### src/rtl/por_seq_pkg.sv
// Shared types and constants for the power-on reset sequencer: FSM state encoding,
// reset-cause codes and the per-state output decode.
package por_seq_pkg;

  typedef enum logic [2:0] {
    ASSERT  = 3'd0,
    FILTER  = 3'd1,
    HOLD    = 3'd2,
    CORE_UP = 3'd3,
    RUN     = 3'd4
  } state_e;

  // last_cause bit 1 = external pin low, bit 0 = POR low.
  localparam logic [1:0] CAUSE_SW   = 2'b00;
  localparam logic [1:0] CAUSE_POR  = 2'b01;
  localparam logic [1:0] CAUSE_EXT  = 2'b10;
  localparam logic [1:0] CAUSE_BOTH = 2'b11;

  typedef struct packed {
    logic core;
    logic periph;
    logic done;
  } rst_out_t;

  function automatic rst_out_t decode_outputs(input state_e st);
    rst_out_t o;
    o = '{core: 1'b1, periph: 1'b1, done: 1'b0};
    unique case (st)
      CORE_UP: o = '{core: 1'b0, periph: 1'b1, done: 1'b0};
      RUN:     o = '{core: 1'b0, periph: 1'b0, done: 1'b1};
      default: o = '{core: 1'b1, periph: 1'b1, done: 1'b0};
    endcase
    return o;
  endfunction

  function automatic int unsigned max3(input int unsigned a, input int unsigned b,
                                       input int unsigned c);
    int unsigned m;
    m = (a > b) ? a : b;
    return (m > c) ? m : c;
  endfunction

endpackage

### src/rtl/reset_sync_chain.sv
// Multi-flop synchronizer for an asynchronous reset-request input; cleared to 0 by the
// synchronous block reset so a held reset always reads as "asserted" downstream.
module reset_sync_chain #(
  parameter int unsigned STAGES = 2
) (
  input  logic clock,
  input  logic reset,
  input  logic d,
  output logic q
);

  logic [STAGES-1:0] flops_q;

  always_ff @(posedge clock) begin
    if (reset) begin
      flops_q <= '0;
    end else begin
      flops_q <= {flops_q[STAGES-2:0], d};
    end
  end

  assign q = flops_q[STAGES-1];

endmodule

### src/rtl/por_reset_sequencer.sv
// Power-on reset sequencer: synchronizes POR and pin resets, filters them, then releases
// the core reset followed by the peripheral reset; supports software peripheral reset.
module por_reset_sequencer
  import por_seq_pkg::*;
#(
  parameter int unsigned SYNC_STAGES   = 2,
  parameter int unsigned FILTER_CYCLES = 16,
  parameter int unsigned HOLD_CYCLES   = 64,
  parameter int unsigned STAGE_GAP     = 8
) (
  input  logic       clock,
  input  logic       reset,
  input  logic       porb_in,
  input  logic       ext_resetb_in,
  input  logic       sw_periph_reset,
  output logic       rst_core,
  output logic       rst_periph,
  output logic       reset_done,
  output logic [1:0] last_cause
);

  localparam int unsigned CNT_W = $clog2(max3(FILTER_CYCLES, HOLD_CYCLES, STAGE_GAP) + 1);

  localparam logic [CNT_W-1:0] FILTER_LAST = CNT_W'(FILTER_CYCLES - 1);
  localparam logic [CNT_W-1:0] HOLD_LAST   = CNT_W'(HOLD_CYCLES - 1);
  localparam logic [CNT_W-1:0] GAP_LAST    = CNT_W'(STAGE_GAP - 1);
  localparam logic [CNT_W-1:0] CNT_ONE     = CNT_W'(1);

  logic porb_s;
  logic extb_s;
  logic clean;

  state_e           state_q, state_d;
  logic [CNT_W-1:0] cnt_q, cnt_d;
  logic [1:0]       cause_d;
  rst_out_t         outs_d;

  reset_sync_chain #(
    .STAGES (SYNC_STAGES)
  ) u_sync_porb (
    .clock (clock),
    .reset (reset),
    .d     (porb_in),
    .q     (porb_s)
  );

  reset_sync_chain #(
    .STAGES (SYNC_STAGES)
  ) u_sync_extb (
    .clock (clock),
    .reset (reset),
    .d     (ext_resetb_in),
    .q     (extb_s)
  );

  assign clean = porb_s & extb_s;

  always_comb begin
    state_d = state_q;
    cnt_d   = cnt_q;
    cause_d = last_cause;
    // A dirty sample anywhere past ASSERT restarts the whole sequence with no credit kept.
    if ((state_q != ASSERT) && !clean) begin
      state_d = ASSERT;
      cnt_d   = '0;
      cause_d = {~extb_s, ~porb_s};
    end else begin
      unique case (state_q)
        ASSERT: begin
          if (clean) begin
            state_d = FILTER;
            cnt_d   = '0;
          end
        end
        FILTER: begin
          if (cnt_q == FILTER_LAST) begin
            state_d = HOLD;
            cnt_d   = '0;
          end else begin
            cnt_d = cnt_q + CNT_ONE;
          end
        end
        HOLD: begin
          if (cnt_q == HOLD_LAST) begin
            state_d = CORE_UP;
            cnt_d   = '0;
          end else begin
            cnt_d = cnt_q + CNT_ONE;
          end
        end
        CORE_UP: begin
          if (cnt_q == GAP_LAST) begin
            state_d = RUN;
            cnt_d   = '0;
          end else begin
            cnt_d = cnt_q + CNT_ONE;
          end
        end
        RUN: begin
          if (sw_periph_reset) begin
            state_d = CORE_UP;
            cnt_d   = '0;
            cause_d = CAUSE_SW;
          end
        end
        default: begin
          state_d = ASSERT;
          cnt_d   = '0;
        end
      endcase
    end
    outs_d = decode_outputs(state_d);
  end

  always_ff @(posedge clock) begin
    if (reset) begin
      state_q    <= ASSERT;
      cnt_q      <= '0;
      rst_core   <= 1'b1;
      rst_periph <= 1'b1;
      reset_done <= 1'b0;
      last_cause <= CAUSE_POR;
    end else begin
      state_q    <= state_d;
      cnt_q      <= cnt_d;
      rst_core   <= outs_d.core;
      rst_periph <= outs_d.periph;
      reset_done <= outs_d.done;
      last_cause <= cause_d;
    end
  end

`ifndef SYNTHESIS
  // Peripherals must never leave reset while the core is still held.
  core_implies_periph : assert property (@(posedge clock) rst_core |-> rst_periph);
`endif

endmodule

### config.mk
export PLATFORM = sky130hd
export DESIGN_NAME = por_reset_sequencer
export DESIGN_NICKNAME = d
export VERILOG_FILES = /design/src/rtl/por_seq_pkg.sv /design/src/rtl/reset_sync_chain.sv /design/src/rtl/por_reset_sequencer.sv
export SDC_FILE = /design/constraint.sdc
export NUM_CORES = 1
export LEC_CHECK = 0
export BUFFER_PORTS_ARGS = -buffer_cell sky130_fd_sc_hd__buf_2
export CAP_MARGIN = 25
export CORE_MARGIN = 2
export CORE_UTILIZATION = 35
export CTS_BUF_LIST = sky130_fd_sc_hd__clkbuf_4
export CTS_CLUSTER_DIAMETER = 80
export CTS_CLUSTER_SIZE = 30
export DETAILED_ROUTE_END_ITERATION = 8
export GPL_ROUTABILITY_DRIVEN = 0
export GPL_TIMING_DRIVEN = 0
export HOLD_SLACK_MARGIN = 0.02
export PLACE_DENSITY = 0.63
export SETUP_SLACK_MARGIN = 0.05
export SYNTH_ARGS = -nofsm -noshare
export SYNTH_HDL_FRONTEND = slang
export SYNTH_SLANG_ARGS = --single-unit
### constraint.sdc
create_clock -name clock -period 2.29 [get_ports clock]
set_input_delay 0.1145 -clock clock [delete_from_list [all_inputs] [get_ports clock]]
set_output_delay 0.1145 -clock clock [all_outputs]
set_load 0.005 [all_outputs]
==> impl_metrics.env, run 1 <==
export IMPL_grt_pass1_wl_um=3532
export IMPL_cts_root_buf="clkbuf_4"
export IMPL_r2r_start="cnt_q[0]$_SDFFE_PP0P_"
export IMPL_crit_required_ns=2.52
export IMPL_ys_seq_area_frac=0.3928
export IMPL_reg2reg_slack_ns=0.47
export IMPL_hold_viol=0
export IMPL_die_x_um=56.60
export IMPL_reg2reg_depth=5
export IMPL_p_seq_frac=0.596
export IMPL_rows=19
export IMPL_synthFlopType="dfxtp_1"
export IMPL_setup_viol=0
export IMPL_port_buffers=9
export IMPL_synth_simple_gate_area_share=0.3010
export IMPL_final_common_cell="dfxtp_1"
export IMPL_synth_area_um2=968.4
export IMPL_first_pass_iters=4
export IMPL_hold_path_class="input pin to register"
export IMPL_endpoint="cnt_q[4]$_SDFFE_PP0P_"
export IMPL_antenna_found_initial=0
export IMPL_irDropWorstVdd_uv=355.4
export IMPL_antennaDiodeCount=0
export IMPL_max_freq_mhz=548.2
export IMPL_dieArea_mm2=0.003204
export IMPL_start_util=0.3605
export IMPL_switchingPower_uw=149.1
export IMPL_async_reset_ff_frac=0
export IMPL_drive_gt1_frac=0.1875
export IMPL_synth_adder_area_share=0.01292
export IMPL_r2r_end="cnt_q[4]$_SDFFE_PP0P_"
export IMPL_drc=0
export IMPL_power_density_mw_per_mm2=529.7
export IMPL_path_clk_slew_ns=0.12
export IMPL_slew_viol_final=0
export IMPL_drtIter0Drc=37
export IMPL_drtAntennaViolNets=0
export IMPL_grt_pass1_vias=866
export IMPL_path_class="register to register"
export IMPL_yosysWarnings=0
export IMPL_synthCells=114
export IMPL_synthToLayoutAreaGrowth_pct=12.53
export IMPL_ys_seq_elements=19
export IMPL_ios=10
export IMPL_relSlewSlack=0.5895
export IMPL_fp_dieH_um=56.60
export IMPL_vias_per_cell=5.673
export IMPL_final_cell_mix="19 x dfxtp_1, 11 x buf_2, 10 x nor2_1"
export IMPL_startpoint_type="register"
export IMPL_nets=135
export IMPL_cts_buffers=3
export IMPL_cp_end_kind="register"
export IMPL_synthMuxAreaShare=0
export IMPL_p_total_uw=577.2
export IMPL_dp_hpwl_um=1404
export IMPL_cp_data_arrival_time_ns=2.06
export IMPL_share_comb_of_total_power=0.101
export IMPL_worstPathMaxFanout=7
export IMPL_grt_overflow_total=0
export IMPL_grt_max_degree=12
export IMPL_worst_pin_slew_ns=0.6077
export IMPL_clk_latency_ns=0.31
export IMPL_status="finished, final reports clean"
export IMPL_wl_per_cell_um=12.21
export IMPL_postRouteWirelength_um=1941
export IMPL_cts_tree="done"
export IMPL_yosys_cell_types_count=41
export IMPL_grt_usage=0.1384
export IMPL_synthXorXnorAreaFrac=0
export IMPL_fill_cells=281
export IMPL_hold_path_depth=2
export IMPL_synth_top_family_by_area="simple AND/OR/NAND/NOR gates"
export IMPL_p_int_uw=428.2
export IMPL_h_tree_depth=1
export IMPL_avgSynthCellArea_um2=8.495
export IMPL_crit_start="cnt_q[0]$_SDFFE_PP0P_"
export IMPL_drv_cap=0
export IMPL_switching_share=0.2582
export IMPL_p_clk_frac=0.303
export IMPL_cts_sinks=19
export IMPL_min_period_ns=1.824
export IMPL_finClkSkew_ns=0.008409
export IMPL_core_mm2=0.002686
export IMPL_clockBufferDepth=2
export IMPL_period_share=0.7965
export IMPL_rsz0062_at_grt="no"
export IMPL_syn_nets=120
export IMPL_p_leak_uw=0.0004184
export IMPL_synth_edff_count=0
export IMPL_vias=902
export IMPL_synth_compound_area_frac=0.2326
export IMPL_tns_ns=0
==> worst min path at each step <==
| stage | start | slack (ns) | end |
|---|---|---|---|
| 2_1_floorplan | reset | 0.19 | u_sync_extb.flops_q[0]$_SDFF_PP0_ |
| 3_3_place_gp | ext_resetb_in | 0.33 | u_sync_extb.flops_q[0]$_SDFF_PP0_ |
| 3_5_place_dp | ext_resetb_in | 0.34 | u_sync_extb.flops_q[0]$_SDFF_PP0_ |
| 4_1_cts | porb_in | 0.02 | u_sync_porb.flops_q[0]$_SDFF_PP0_ |
| 5_1_grt | porb_in | 0.03 | u_sync_porb.flops_q[0]$_SDFF_PP0_ |
| 6_report | porb_in | 0.02 | u_sync_porb.flops_q[0]$_SDFF_PP0_ |
==> cell usage after synthesis, types with 2 or more instances <==
master	number	area, µm²
dfxtp_1	19	380.4
nor2_1	10	37.54
nand2_1	9	33.78
a21oi_1	6	30.03
nand3b_1	5	37.54
nor2b_1	5	31.28
nor3_1	5	25.02
o21ai_0	5	25.02
inv_1	4	15.01
nand3_1	4	20.02
a31oi_1	3	18.77
nand4_1	3	18.77
o211ai_1	3	22.52
a21oi_2	2	17.52
a32oi_1	2	17.52
buf_2	2	10.01
buf_4	2	15.01
clkbuf_1	2	7.510
==> routing by layer <==
| layer | global-route usage | part of all wire | up-vias |
|---|---|---|---|
| li1 | - | - | 449 |
| met1 | 0.1724 | 0.45 | 410 |
| met2 | 0.2276 | 0.48 | 34 |
| met3 | 0.02074 | 0.043 | 9 |
| met4 | 0.07483 | 0.022 | 0 |
| met5 | 0 | 0 | - |
==> registers in the layout, summed over array words and instances (netlist names) <==
name / count
cnt_q: 7
state_q: 3
last_cause: 2
u_sync_extb.flops_q: 2
u_sync_porb.flops_q: 2
reset_done: 1
rst_core: 1
rst_periph: 1
==> cell families (layout without fill, tap and decap cells) <==
family	count (synthesis)	in the layout
flops	19	19
simple gates	51	51
fa+ha+maj	1	1
buf+inv	11	25
compound gates	32	32
==> power by group through the flow <==
stage / registers, µW / logic (µW) / clock network (µW)
after floorplan: 351 / 39.7 / 0
after global placement: 351 / 55.7 / 0
after detailed placement: 352 / 56.8 / 0
after CTS: 344 / 58.1 / 181
after global routing: 346 / 65.7 / 189
final: 344 / 58.3 / 175
==> layout make-up <==
cell class | instances | area [µm²] | share of cell area
Multi-Input combinational cell | 84 | 529.3 | 0.4856
Sequential cell | 19 | 380.4 | 0.3490
Timing Repair Buffer | 10 | 55.05 | 0.05052
Buffer | 7 | 43.79 | 0.04018
Tap cell | 31 | 38.79 | 0.03559
Clock buffer | 3 | 22.52 | 0.02067
Inverter | 4 | 15.01 | 0.01378
Clock inverter | 1 | 5.005 | 0.004592
==> through the flow <==
stage | setup slack, ns | hold WS (ns) | area, µm² | std cells | utilization
3_3_place_gp | 0.5606 | 0.3280 | 1052 | 154 | 0.3917
5_1_grt | 0.2673 | 0.02574 | 1090 | 159 | 0.4057
6_report | 0.4659 | 0.01735 | 1090 | 159 | 0.4057
2_1_floorplan | 0.7497 | 0.1861 | 968.4 | 114 | -
4_1_cts | 0.4909 | 0.02341 | 1090 | 159 | 0.4057
3_5_place_dp | 0.5144 | 0.3385 | 1052 | 154 | 0.3917
==> critical path, stage by stage, from the launching register on <==
cell	delay (ns)
dfxtp_1	0.35
ha_1	0.25
and3b_1	0.24
a41oi_1	0.56
nand3_1	0.16
a31oi_1	0.19
==> timing repair <==
item	CTS	global route
gates resized for setup	0	0
hold endpoints to repair	1	0
buffers inserted	0	0
hold buffers	1	0
No activity file was read; power rests on OpenSTA's default activity.
==> run 2: changes to the inputs <==
--- a/config.mk
+++ b/config.mk
@@ -16,7 +16,7 @@
 export GPL_ROUTABILITY_DRIVEN = 0
 export GPL_TIMING_DRIVEN = 0
 export HOLD_SLACK_MARGIN = 0.02
-export PLACE_DENSITY = 0.63
+export PLACE_DENSITY = 0.65
 export SETUP_SLACK_MARGIN = 0.05
 export SYNTH_ARGS = -nofsm -noshare
 export SYNTH_HDL_FRONTEND = slang
==> constraint.sdc (replaced) <==
create_clock -name clock -period 1.6 [get_ports clock]
set_input_delay 0.08 -clock clock [delete_from_list [all_inputs] [get_ports clock]]
set_output_delay 0.08 -clock clock [all_outputs]
set_load 0.005 [all_outputs]
==> impl_metrics.env, run 2 (same netlist as run 1, synthesis figures left out) <==
export IMPL_relSlewSlack=0.7687
export IMPL_vias_per_cell=5.559
export IMPL_startpoint_type="register"
export IMPL_largest_reg_flops=7
export IMPL_grt_pass1_wl_um=3318
export IMPL_regMostFlops="cnt_q"
export IMPL_cts_root_buf="clkbuf_4"
export IMPL_synthToLayoutAreaGrowth_pct=22.22
export IMPL_fp_dieH_um=56.60
export IMPL_rows=19
export IMPL_drc=0
export IMPL_vias=895
export IMPL_irDropWorstVdd_uv=398.4
export IMPL_p_leak_uw=0.0004362
export IMPL_path_cells="ha_4 -> nand3b_1 -> o311a_1 -> a211o_1 -> nor2b_4"
export IMPL_critPathSlowestCell="dfxtp_2"
export IMPL_slew_viol_final=0
export IMPL_hold_path_depth=2
export IMPL_cts_sinks=19
export IMPL_start_util=0.3605
export IMPL_period_share=0.9452
export IMPL_pre_cts_slack_ns=-0.1657
export IMPL_p_int_uw=621.6
export IMPL_worstPathMaxFanout=5
export IMPL_antenna_found_initial=0
export IMPL_placed_area_mm2=0.001052
export IMPL_setup_viol=0
export IMPL_cts_buffers=3
export IMPL_cp_data_arrival_time_ns=1.71
export IMPL_final_util=0.4406
export IMPL_clockBufferDepth=2
export IMPL_dp_hpwl_um=1392
export IMPL_dieArea_mm2=0.003204
export IMPL_ios=10
export IMPL_final_common_cell="dfxtp_1"
export IMPL_final_cell_mix="17 x dfxtp_1, 10 x nor2_1, 10 x buf_2"
export IMPL_reg2reg_depth=5
export IMPL_fill_cells=270
export IMPL_core_mm2=0.002686
export IMPL_nets=137
export IMPL_antennaDiodeCount=0
export IMPL_max_stage_delay_ns=0.38
export IMPL_crit_start="cnt_q[1]$_SDFFE_PP0P_"
export IMPL_grt_max_degree=12
export IMPL_power_density_mw_per_mm2=710.6
export IMPL_path_clk_slew_ns=0.11
export IMPL_path_class="register to register"
export IMPL_drv_cap=0
export IMPL_status="finished, final reports clean"
export IMPL_cts_tree="done"
export IMPL_h_tree_depth=1
export IMPL_critPathBufInv=0
export IMPL_clk_latency_ns=0.30
export IMPL_drive_gt1_frac=0.2692
export IMPL_postRouteWirelength_um=2025
export IMPL_drtAntennaViolNets=0
export IMPL_p_clk_frac=0.298
export IMPL_r2r_end="state_q[0]$_SDFF_PP0_"
export IMPL_critical_path_top_delay_family="compound AO/OA/AOI/OAI gates"
export IMPL_r2r_start="cnt_q[1]$_SDFFE_PP0P_"
export IMPL_crit_required_ns=1.80
export IMPL_fin_area_mm2=0.001184
export IMPL_grt_pass1_vias=808
export IMPL_hold_path_class="input pin to register"
export IMPL_switching_share=0.2609
export IMPL_max_freq_mhz=661.2
export IMPL_cp_end_kind="register"
export IMPL_grt_overflow_total=0
export IMPL_p_seq_frac=0.587
export IMPL_first_pass_iters=4
export IMPL_min_period_ns=1.512
export IMPL_share_comb_of_total_power=0.116
export IMPL_grt_usage=0.1288
export IMPL_drtIter0Drc=15
export IMPL_wl_per_cell_um=12.58
export IMPL_min_to="u_sync_porb.flops_q[1]$_SDFF_PP0_"
export IMPL_top_regs="cnt_q (7), state_q (3)"
export IMPL_die_x_um=56.60
export IMPL_min_delay_start="reset"
export IMPL_switchingPower_uw=219.5
export IMPL_port_buffers=9
export IMPL_worst_pin_slew_ns=0.3469
export IMPL_fin_ws_ns=0.08761
export IMPL_finClkSkew_ns=0.003814
export IMPL_hold_viol=0
export IMPL_reg2reg_slack_ns=0.09
export IMPL_rsz0062_at_grt="yes"
-- run 2: per-stage QoR --
| stage | TNS (ns) | hold slack (ns) | total power [µW] | std cells |
|---|---|---|---|---|
| 2_1_floorplan | 0 | 0.1516 | 559.3 | 114 |
| 3_3_place_gp | -0.4505 | 0.2948 | 582.6 | 154 |
| 3_5_place_dp | -0.7511 | 0.3009 | 584.9 | 154 |
| 4_1_cts | 0 | 0.02883 | 842.0 | 159 |
| 5_1_grt | 0 | 0.02969 | 885.6 | 161 |
| 6_report | 0 | 0.02982 | 841.1 | 161 |
-- run 2: power groups by stage --
stage | Sequential, µW | Clock (µW) | Combinational [µW]
6_report | 493 | 250 | 97.4
2_1_floorplan | 502 | 0 | 56.8
3_3_place_gp | 503 | 0 | 79.6
4_1_cts | 494 | 261 | 87.4
3_5_place_dp | 504 | 0 | 81.1
5_1_grt | 495 | 282 | 108
-- run 2: how the worst max path moves through the flow --
stage,to,cells past startpoint
finish,state_q[0]$_SDFF_PP0_,5
global route,cnt_q[6]$_SDFFE_PP0P_,5
CTS,cnt_q[3]$_SDFFE_PP0P_,5
detailed placement,cnt_q[5]$_SDFFE_PP0P_,5
global placement,cnt_q[4]$_SDFFE_PP0P_,5
floorplan,cnt_q[3]$_SDFFE_PP0P_,5
-- run 2: what timing repair did --
action | 4_1_cts | 5_1_grt
resized for setup | 9 | 7
pin swaps | 2 | 4
buffers inserted | 0 | 2
setup endpoints to repair | 8 | 9
endpoints found under the hold margin | 2 | 0
hold buffers | 2 | 0
-- run 2: cell type report --
| class | count | area, µm² | share of cell area |
|---|---|---|---|
| buffer | 6 | 43.79 | 0.03700 |
| multi-input combinational | 84 | 593.1 | 0.5011 |
| inverter | 4 | 15.01 | 0.01268 |
| sequential | 19 | 385.4 | 0.3256 |
| clock inverter | 1 | 5.005 | 0.004228 |
| clock buffer | 3 | 22.52 | 0.01903 |
| timing repair buffer | 13 | 80.08 | 0.06765 |
| tap | 31 | 38.79 | 0.03277 |
-- run 2: layer usage --
metal  share of wire  global-route usage  vias to the layer above
li1                -                   -                      449
met1            0.47              0.1636                      425
met2            0.48              0.2143                       17
met3           0.034             0.02074                        4
met4           0.014             0.05442                        0
met5               0                   0                        -
